## src/rtl/ofdm_periodic_framer.sv

```systemverilog
// ofdm_periodic_framer
// Sits between the Schmidl-Cox timing block and the FFT. After an accepted
// trigger it drops a programmable offset. It then forwards frame_len-sample
// frames terminated by tlast. Between frames it strips gap_len samples of
// cyclic prefix. This repeats for max_frames frames. Settings are held in
// shadow registers and copied to the active set only when a trigger is
// accepted.
module ofdm_periodic_framer #(
  parameter int WIDTH   = 32,
  parameter int LEN_W   = 16,
  parameter int CNT_W   = 8,
  parameter int SR_BASE = 130
) (
  input  logic             ce_clk,
  input  logic             ce_rst_n,
  input  logic             set_stb,
  input  logic [7:0]       set_addr,
  input  logic [31:0]      set_data,
  input  logic [WIDTH-1:0] i_tdata,
  input  logic             i_tuser,
  input  logic             i_tvalid,
  output logic             i_tready,
  output logic [WIDTH-1:0] o_tdata,
  output logic             o_tlast,
  output logic             o_tvalid,
  input  logic             o_tready,
  output logic             busy,
  output logic [CNT_W-1:0] frame_idx
);

  typedef enum logic [1:0] {
    IDLE   = 2'd0,
    OFFSET = 2'd1,
    FRAME  = 2'd2,
    GAP    = 2'd3
  } state_t;

  localparam logic [7:0]       ADDR_FRAME_LEN  = 8'(SR_BASE);
  localparam logic [7:0]       ADDR_GAP_LEN    = 8'(SR_BASE + 1);
  localparam logic [7:0]       ADDR_OFFSET     = 8'(SR_BASE + 2);
  localparam logic [7:0]       ADDR_MAX_FRAMES = 8'(SR_BASE + 3);
  localparam logic [LEN_W-1:0] LEN_ZERO        = LEN_W'(0);
  localparam logic [LEN_W-1:0] LEN_ONE         = LEN_W'(1);
  localparam logic [CNT_W-1:0] CNT_ZERO        = CNT_W'(0);
  localparam logic [CNT_W-1:0] CNT_ONE         = CNT_W'(1);

  state_t             state_r;
  logic [LEN_W-1:0]   frame_len_sh_r, gap_len_sh_r, offset_sh_r;
  logic [CNT_W-1:0]   max_frames_sh_r;
  logic [LEN_W-1:0]   frame_len_r, gap_len_r, offset_r;
  logic [CNT_W-1:0]   max_frames_r;
  logic [LEN_W-1:0]   cnt_r;
  logic [CNT_W-1:0]   frame_idx_r;
  logic               busy_r;
  logic [WIDTH-1:0]   o_tdata_r;
  logic               o_tlast_r;
  logic               o_tvalid_r;

  logic               in_ready_s;
  logic               consume_s;
  logic               trig_s;
  logic               fwd_s;
  logic               fwd_last_s;
  logic               done_s;
  logic [LEN_W-1:0]   cur_len_s;
  logic [LEN_W-1:0]   cur_gap_s;
  logic [LEN_W-1:0]   cur_pos_s;
  logic [CNT_W-1:0]   cur_max_s;
  logic [CNT_W-1:0]   cur_idx_s;
  state_t             eof_state_s;
  logic               unused_set_data_s;

  // Upper settings bits carry no register content.
  assign unused_set_data_s = ^set_data[31:LEN_W];

  assign i_tready  = in_ready_s;
  assign consume_s = i_tvalid && in_ready_s;
  assign o_tdata   = o_tdata_r;
  assign o_tlast   = o_tlast_r;
  assign o_tvalid  = o_tvalid_r;
  assign busy      = busy_r;
  assign frame_idx = frame_idx_r;

  // Input ready: only FRAME applies backpressure; other states drop samples.
  always_comb begin
    in_ready_s = 1'b1;
    if (state_r == FRAME) begin
      in_ready_s = !o_tvalid_r || o_tready;
    end else begin
      in_ready_s = 1'b1;
    end
  end

  // Trigger/forward decode; on a trigger the shadow set is the one in force.
  always_comb begin
    trig_s = (state_r == IDLE) && consume_s && i_tuser &&
             (frame_len_sh_r != LEN_ZERO) && (max_frames_sh_r != CNT_ZERO);
    if (trig_s) begin
      cur_len_s = frame_len_sh_r;
      cur_gap_s = gap_len_sh_r;
      cur_max_s = max_frames_sh_r;
      cur_idx_s = CNT_ZERO;
      cur_pos_s = LEN_ZERO;
    end else begin
      cur_len_s = frame_len_r;
      cur_gap_s = gap_len_r;
      cur_max_s = max_frames_r;
      cur_idx_s = frame_idx_r;
      cur_pos_s = cnt_r;
    end
    fwd_s      = ((state_r == FRAME) && consume_s) || (trig_s && (offset_sh_r == LEN_ZERO));
    fwd_last_s = fwd_s && (cur_pos_s == (cur_len_s - LEN_ONE));
    done_s     = fwd_last_s && ((cur_idx_s + CNT_ONE) == cur_max_s);
    if (done_s) begin
      eof_state_s = IDLE;
    end else if (cur_gap_s == LEN_ZERO) begin
      eof_state_s = FRAME;
    end else begin
      eof_state_s = GAP;
    end
  end

  // Shadow settings registers written from the settings bus.
  always_ff @(posedge ce_clk or negedge ce_rst_n) begin
    if (!ce_rst_n) begin
      frame_len_sh_r  <= LEN_W'(64);
      gap_len_sh_r    <= LEN_W'(16);
      offset_sh_r     <= LEN_ZERO;
      max_frames_sh_r <= CNT_ONE;
    end else if (set_stb) begin
      case (set_addr)
        ADDR_FRAME_LEN:  frame_len_sh_r  <= set_data[LEN_W-1:0];
        ADDR_GAP_LEN:    gap_len_sh_r    <= set_data[LEN_W-1:0];
        ADDR_OFFSET:     offset_sh_r     <= set_data[LEN_W-1:0];
        ADDR_MAX_FRAMES: max_frames_sh_r <= set_data[CNT_W-1:0];
        default:         frame_len_sh_r  <= frame_len_sh_r;
      endcase
    end else begin
      frame_len_sh_r <= frame_len_sh_r;
    end
  end

  // Main sequencing FSM: offset drop, frame forwarding, gap strip.
  always_ff @(posedge ce_clk or negedge ce_rst_n) begin
    if (!ce_rst_n) begin
      state_r      <= IDLE;
      frame_len_r  <= LEN_ZERO;
      gap_len_r    <= LEN_ZERO;
      offset_r     <= LEN_ZERO;
      max_frames_r <= CNT_ZERO;
      cnt_r        <= LEN_ZERO;
      frame_idx_r  <= CNT_ZERO;
      busy_r       <= 1'b0;
    end else begin
      case (state_r)
        IDLE: begin
          if (trig_s) begin
            frame_len_r  <= frame_len_sh_r;
            gap_len_r    <= gap_len_sh_r;
            offset_r     <= offset_sh_r;
            max_frames_r <= max_frames_sh_r;
            frame_idx_r  <= CNT_ZERO;
            if (offset_sh_r == LEN_ZERO) begin
              // Trigger sample is frame sample 0 (may also be the last one).
              if (fwd_last_s) begin
                state_r     <= eof_state_s;
                cnt_r       <= LEN_ZERO;
                busy_r      <= !done_s;
                frame_idx_r <= done_s ? CNT_ZERO : CNT_ONE;
              end else begin
                state_r <= FRAME;
                cnt_r   <= LEN_ONE;
                busy_r  <= 1'b1;
              end
            end else if (offset_sh_r == LEN_ONE) begin
              // The trigger itself was the only sample to drop.
              state_r <= FRAME;
              cnt_r   <= LEN_ZERO;
              busy_r  <= 1'b1;
            end else begin
              state_r <= OFFSET;
              cnt_r   <= LEN_ONE;
              busy_r  <= 1'b1;
            end
          end else begin
            busy_r <= 1'b0;
          end
        end
        OFFSET: begin
          if (consume_s) begin
            if (cnt_r == (offset_r - LEN_ONE)) begin
              state_r <= FRAME;
              cnt_r   <= LEN_ZERO;
            end else begin
              cnt_r <= cnt_r + LEN_ONE;
            end
          end else begin
            cnt_r <= cnt_r;
          end
        end
        FRAME: begin
          if (consume_s) begin
            if (fwd_last_s) begin
              state_r <= eof_state_s;
              cnt_r   <= LEN_ZERO;
              busy_r  <= !done_s;
              if (!done_s) begin
                frame_idx_r <= frame_idx_r + CNT_ONE;
              end else begin
                frame_idx_r <= frame_idx_r;
              end
            end else begin
              cnt_r <= cnt_r + LEN_ONE;
            end
          end else begin
            cnt_r <= cnt_r;
          end
        end
        GAP: begin
          if (consume_s) begin
            if (cnt_r == (gap_len_r - LEN_ONE)) begin
              state_r <= FRAME;
              cnt_r   <= LEN_ZERO;
            end else begin
              cnt_r <= cnt_r + LEN_ONE;
            end
          end else begin
            cnt_r <= cnt_r;
          end
        end
        default: begin
          state_r <= IDLE;
          cnt_r   <= LEN_ZERO;
          busy_r  <= 1'b0;
        end
      endcase
    end
  end

  // Output register stage: load on forward, clear valid once drained.
  always_ff @(posedge ce_clk or negedge ce_rst_n) begin
    if (!ce_rst_n) begin
      o_tdata_r  <= {WIDTH{1'b0}};
      o_tlast_r  <= 1'b0;
      o_tvalid_r <= 1'b0;
    end else if (fwd_s) begin
      o_tdata_r  <= i_tdata;
      o_tlast_r  <= fwd_last_s;
      o_tvalid_r <= 1'b1;
    end else if (o_tready) begin
      o_tvalid_r <= 1'b0;
    end else begin
      o_tvalid_r <= o_tvalid_r;
    end
  end

endmodule

```

## config.mk

```make
export PLATFORM = sky130hd
export DESIGN_NAME = ofdm_periodic_framer
export DESIGN_NICKNAME = d
export VERILOG_FILES = /design/src/rtl/ofdm_periodic_framer.sv
export SDC_FILE = /design/constraint.sdc
export NUM_CORES = 1
export LEC_CHECK = 0
export ABC_AREA = 1
export CORE_ASPECT_RATIO = 1.2
export CORE_MARGIN = 5
export CORE_UTILIZATION = 35
export CTS_CLUSTER_DIAMETER = 60
export CTS_CLUSTER_SIZE = 40
export DETAILED_ROUTE_END_ITERATION = 10
export HOLD_SLACK_MARGIN = 0.02
export SYNTH_ARGS = -nofsm -noshare
export SYNTH_HDL_FRONTEND = slang
export SYNTH_SLANG_ARGS = --single-unit
```

## constraint.sdc

```tcl
create_clock -name ce_clk -period 3.5 [get_ports ce_clk]
set_clock_uncertainty 0.1 [all_clocks]
set_input_delay 0.7 -clock ce_clk [delete_from_list [all_inputs] [get_ports ce_clk]]
set_output_delay 0.7 -clock ce_clk [all_outputs]
set_load 0.02 [all_outputs]
```

**Yosys cells after proc, flatten, opt, wreduce, memory -nomap -nowiden**

Index checks and enable logic that the tools add are counted.

- Register bits after elaboration: 173
- Output and inout port bits: 44
- Word-level logic and storage cells: 116
- Input port bits: 78

- $add $sub $neg: 6
- Equality and inequality tests: 20
- Muxes and demuxes: 46
- Reductions and logical operators: 29

Operators with widths:

| cell | number |
|---|---|
| 16-bit 2-to-1 mux | 11 |
| 16-bit case mux with 4 select lines | 1 |
| 16-bit equality test | 3 |
| 8-bit 2-to-1 mux | 6 |
| 16-bit by 1-bit subtractor with 16-bit output (second input constant) | 3 |
| 8-bit equality test (second input constant) | 4 |
| 16-bit logical NOT | 2 |
| 2-bit 2-to-1 mux | 11 |
| 16-bit by 1-bit adder with 16-bit output (second input constant) | 1 |
| 8-bit by 1-bit adder with 8-bit output (second input constant) | 2 |
| 16-bit by 1-bit equality test with 1-bit output (second input constant) | 1 |
| 2-bit inequality test (second input constant) | 8 |
| 8-bit case mux with 2 select lines | 1 |
| 16-bit nonzero test | 1 |
| 1-bit 2-to-1 mux | 14 |
| 2-bit AND reduction | 5 |
| 1-bit logical AND | 9 |
| 8-bit equality test | 1 |
| 2-bit case mux with 4 select lines | 1 |
| 8-bit nonzero test | 1 |
| 7-bit AND reduction | 1 |
| 5-bit AND reduction | 1 |
| 2-bit equality test (second input constant) | 2 |
| 4-bit AND reduction | 1 |
| other kinds (7) | 10 |

**Logic depth before layout (Yosys ltp)**

- Word-level depth: 18
- Gate-level depth with buffers: 28
- Depth with buffers taken out: 25

**Worst setup path after synthesis**

No wires, ideal clock.

- Path type: input -> register
- From: in i_tuser
- To: reg frame_idx_r[1] (netlist: frame_idx[1])
- Buffers on the path: 7
- Setup time: 0.076 ns
- Required time: 3.324 ns
- Stages on the path: 25
- Path slack: -0.280 ns
- Arrival: 3.603 ns
- Cells stage by stage: inv_1 -> nor2_8 -> nand3_4 -> buf_6 -> buf_8 -> buf_6 -> buf_2 -> buf_2 -> clkbuf_1 -> nand2_1 -> inv_1 -> ha_1 -> nand4_1 -> xor2_1 -> o21ai_0 -> nor2_1 -> nand4_1 -> o21ai_0 -> o211ai_1 -> nor2_1 -> nand3_2 -> nand3_2 -> buf_6 -> nand2_1 -> o21ai_1

- Longest elaborated chain between the ends: 10
- Elaborated cells on any way between the ends: 19
- Classes of those cells: add/sub (2); eq/ne (5); mux (4); reduce/logical (8)

RTL lines:

| element | line | text |
|---|---|---|
| start, declared | 20 | `input logic i_tuser,` |
| 1-bit logical AND (*) (2 in a row) | 96 | `trig_s = (state_r == IDLE) && consume_s && i_tuser &&` |
| 1-bit logical AND (*) | 97 | `(frame_len_sh_r != LEN_ZERO) && (max_frames_sh_r != CNT_ZERO);` |
| 16-bit 2-to-1 mux | n/a |  |
| 16-bit by 1-bit subtractor with 16-bit output | 112 | `fwd_last_s = fwd_s && (cur_pos_s == (cur_len_s - LEN_ONE));` |
| 16-bit equality test | 112 |  |
| 1-bit logical AND | 112 |  |
| 1-bit logical AND | 113 | `done_s = fwd_last_s && ((cur_idx_s + CNT_ONE) == cur_max_s);` |
| 2-bit inequality test (no source line) | n/a |  |
| 5-bit AND reduction (no source line) (*) | n/a |  |
| end signal, assigned | 169 | `frame_idx_r <= done_s ? CNT_ZERO : CNT_ONE;` |
| end signal, assigned | 208 | `frame_idx_r <= frame_idx_r + CNT_ONE;` |
| end signal, assigned | 210 | `frame_idx_r <= frame_idx_r;` |
| end, declared | 53 | `logic [CNT_W-1:0] frame_idx_r;` |

Mark *: on every way between the ends. The rest lies on a longest branch, timed or not.
A chain may end at the register's enable or synchronous reset.

**Final worst setup path**

Same ends and word-level chain as after synthesis.

==> results by group <==
Outcome
  • Status: finished, final reports clean

Routing
  • 1st-iter DRT viols: 366
  • Routed length per instance: 14.0 um
  • Total Routed Length: 24900 um
  • Vias per cell: about 4.7
  • Vias: between 8000 and 9000
  • Final ANT Viol Nets: 0
  • DRT Pass-1 Iters: 4
  • Remaining DRCs: 0

Synth
  • Seq/Total Area, Yosys: a little under half
  • Post-synthesis area per instance: 7.53 sq um
  • Post-synthesis cell count: between 1000 and 1500
  • Area leader, netlist: dfrtp_1
  • Share of the synthesized area in the top cell type: about 44%
  • Post-Syn Nets: 1355
  • Synth area leaders: dfrtp_1 44%, nand2_1 18%, inv_1 6.0%
  • #FFs+latches synth: 173
  • Cell variety after synth: 42
  • Synth warn: 0
  • Syn Std Cell Area: 9570 sq um

Floorplan
  • IO Pins: 122
  • Die X: 161 um
  • Core area: 27000 sq um
  • Die height: 191 um
  • Initial core utilization: 35.4%
  • DIE AREA: 30800 sq um
  • Row count: 66

Placed design
  • Gp weighted congestion: between 0.8 and 0.9
  • Setup WS pre-CTS: -358 ps
  • HPWL after detailed placement: a little under 20000 um
  • Placed cells: 1742
  • Port Buffers: 105

Cells and area
  • Commonest cells after routing, fill and taps aside: 454 x nand2_1, 170 x dfrtp_1, 152 x inv_1
  • Fillers: 2721
  • Ant diodes: 0
  • Final #Nets: 1507
  • Multi-input combinational cell area: ~4400 sq um
  • Final core occ: 44.6%
  • Commonest non-fill, non-tap cell in the layout: nand2_1
  • Reg area: 4330 sq um
  • Final cell count without fillers: between 1500 and 2000
  • Synth-to-Final Area Change: 26.0%
  • Layout cells sized above 1: 10.5%

Global route
  • Overall global routing resource usage: 16.7%
  • Grt ovf: 0
  • Initial antenna violation count: 0
  • First-pass GRT wire length: 41500 um
  • Vias in the first global route: 8365
  • Pin count of the biggest net entering global routing: 60

Critical path
  • CP peak stage delay: roughly 460 ps
  • Critical path's slowest cell: clkdlybuf4s50_1
  • CP Capture Type: register
  • CP Launch Type: input port
  • CP arrival: 3460 ps
  • Most used cell, CP: nand2_1
  • Critical path type: in -> reg
  • Crit-path cells: clkdlybuf4s50_1 -> inv_1 -> nor2_8 -> nand3_4 -> nand2_1 -> nand2_2 -> ha_2 -> inv_1 -> nand2_1 -> nand3_1 -> nor2_1 -> nand2_1 -> nor2_1 -> nand3_1 -> nor2_1 -> nand3_2 -> o21ai_2 -> nand3_2 -> buf_4 -> nand2_1 -> o21ai_1
  • Worst Path Required: 3720 ps
  • Max FO, Critical Path: 7

Power
  • Sw Pwr: 2.49 mW
  • Leak Pwr: 5.89 nW
  • Power Density: roughly 590 nW/um^2
  • Clk pwr share: ~28%
  • Comb pwr share: around a third
  • Sw frac: 35.3%
  • P_int: 4.58 mW
  • VDD IR max: approximately 0.00039 V
  • Share of power burned in registers: 36.6%

Worst hold path
  • Hold Crit Class: in -> async

STA
  • Setup ws final: between 200 and 300 ps
  • Minimum clock period: 3240 ps
  • WHS: 144 ps
  • Worst-margin pin slew: 576 ps
  • Fmax: between 300 and 400 MHz
  • Max Slew Vio Count: 0
  • # setup viols final: 0
  • Slew HR: 61.6%
  • Period Utilization, post-route: between 90% and 100%
  • Final hold violations: 0
  • Unrepaired setup endpoints after global routing: no
  • Setup TNS: 0 ps

Clocking
  • Clock sink total: 173
  • CTS Buf Count: 17
  • CTS HTree Levels: 4
  • Clk root buf: clkbuf_16
  • CTS max path bufs: 2
  • Reg clk slew, reported paths: 60 ps
  • Clk Latency, worst-skew pair: 440 ps
  • CTS tree: yes

Job
  • Total of max-cap violations: 0
## per-layer routing
layer / up-vias / wire length, um / track usage [%]
met5: - / 0 / 0
met4: 0 / 444 / 4.99
met3: 23 / 1010 / 3.52
met2: 135 / 12400 / 29.4
met1: 3924 / 11000 / 20.7
li1: 4299 / - / -
## cell usage after synthesis
library cell	n
clkinv_1	2
buf_1	2
nor2_1	86
and2_1	1
o22ai_2	3
nor2_8	1
nor4_1	8
nand3_4	2
nand3_2	6
nor3_1	14
clkbuf_1	26
inv_2	3
nand3_1	44
or2_1	1
a21oi_1	3
dfrtp_1	170
xor2_1	53
nor3_2	1
xnor2_1	27
dfstp_2	3
buf_2	7
nand2_1	455
or2_2	6
nand4_4	1
nor2_2	5
and3_1	1
o21ai_0	103
nand2_2	7
nand4_1	42
nor2_4	3
buf_8	1
buf_6	4
nor3b_1	1
nand3b_1	3
o22ai_1	10
ha_1	6
o21ai_4	1
o21ai_2	1
o211ai_1	1
buf_4	2
inv_1	152
o21ai_1	3
## final timing paths
check                                   start                 end  slack (ps)  cells after the start
max                                   i_tuser        frame_idx[1]         260                     21
min                                  ce_rst_n    gap_len_sh_r[13]         140                      1
min reg2reg                       o_tdata[17]         o_tdata[17]         370                      2
max reg2reg                frame_len_sh_r[15]        frame_idx[1]         270                     23
max in group asynchronous            ce_rst_n  max_frames_sh_r[0]        2420                      2
min in group ce_clk               o_tdata[17]         o_tdata[17]         370                      2
## registers in the layout (all words and copies together) (netlist names)
name	cells
frame_len_r	16
busy	1
max_frames_sh_r	8
gap_len_r	16
max_frames_r	8
offset_r	16
frame_idx	8
frame_len_sh_r	16
o_tvalid	1
state_r	2
o_tlast	1
o_tdata	32
cnt_r	16
offset_sh_r	16
gap_len_sh_r	16
## metrics by stage
step / instance area [sq um] / power (mW)
floorplan: 9590 / 4.03
global placement: 11400 / 5.06
detailed placement: 11400 / 5.10
CTS: 12000 / 7.13
global route: 12100 / 7.52
finish: 12100 / 7.07
## timing repair
item	in CTS	in global routing
hold buffers	0	0
setup buffers	0	2
setup endpoints to repair	0	26
resized for setup	0	8
## power groups by stage
stage	Clock [mW]	Combinational [mW]	Sequential, mW
final	2.01	2.47	2.59
after global routing	2.12	2.75	2.64
after CTS	2.05	2.49	2.59
after detailed placement	0	2.48	2.62
after global placement	0	2.45	2.61
after floorplan	0	1.21	2.82
## critical path, delay by kind of cell
family                     cells  cell delay [ps]
adders and majority gates      1              330
AOI/OAI and AO/OA              2              270
buffers and inverters          4              770
and+or+nand+nor               14             1390
## area by class of cell
type / count / area share, %
clock buffer: 17 / 3.53
clock inverter: 15 / 1.61
inverter: 157 / 4.89
multi-input combinational: 899 / 36.9
sequential: 173 / 36.0
tap: 340 / 3.53
timing repair buffer: 175 / 13.6
## logic make-up (layout without fill, tap and decap cells)
| family | Yosys count | in the layout | share of synthesized area (%) |
|---|---|---|---|
| buffers and inverters | 199 | 364 | 8.41 |
| AO/OA/AOI/OAI | 125 | 125 | 7.09 |
| adder cells (fa/ha/maj) | 6 | 6 | 0.785 |
| flip-flops | 173 | 173 | 45.3 |
| AND/OR/NAND/NOR | 688 | 688 | 31.1 |
| XOR/XNOR | 80 | 80 | 7.32 |
Note: power is estimated with default switching activity, not from simulation.
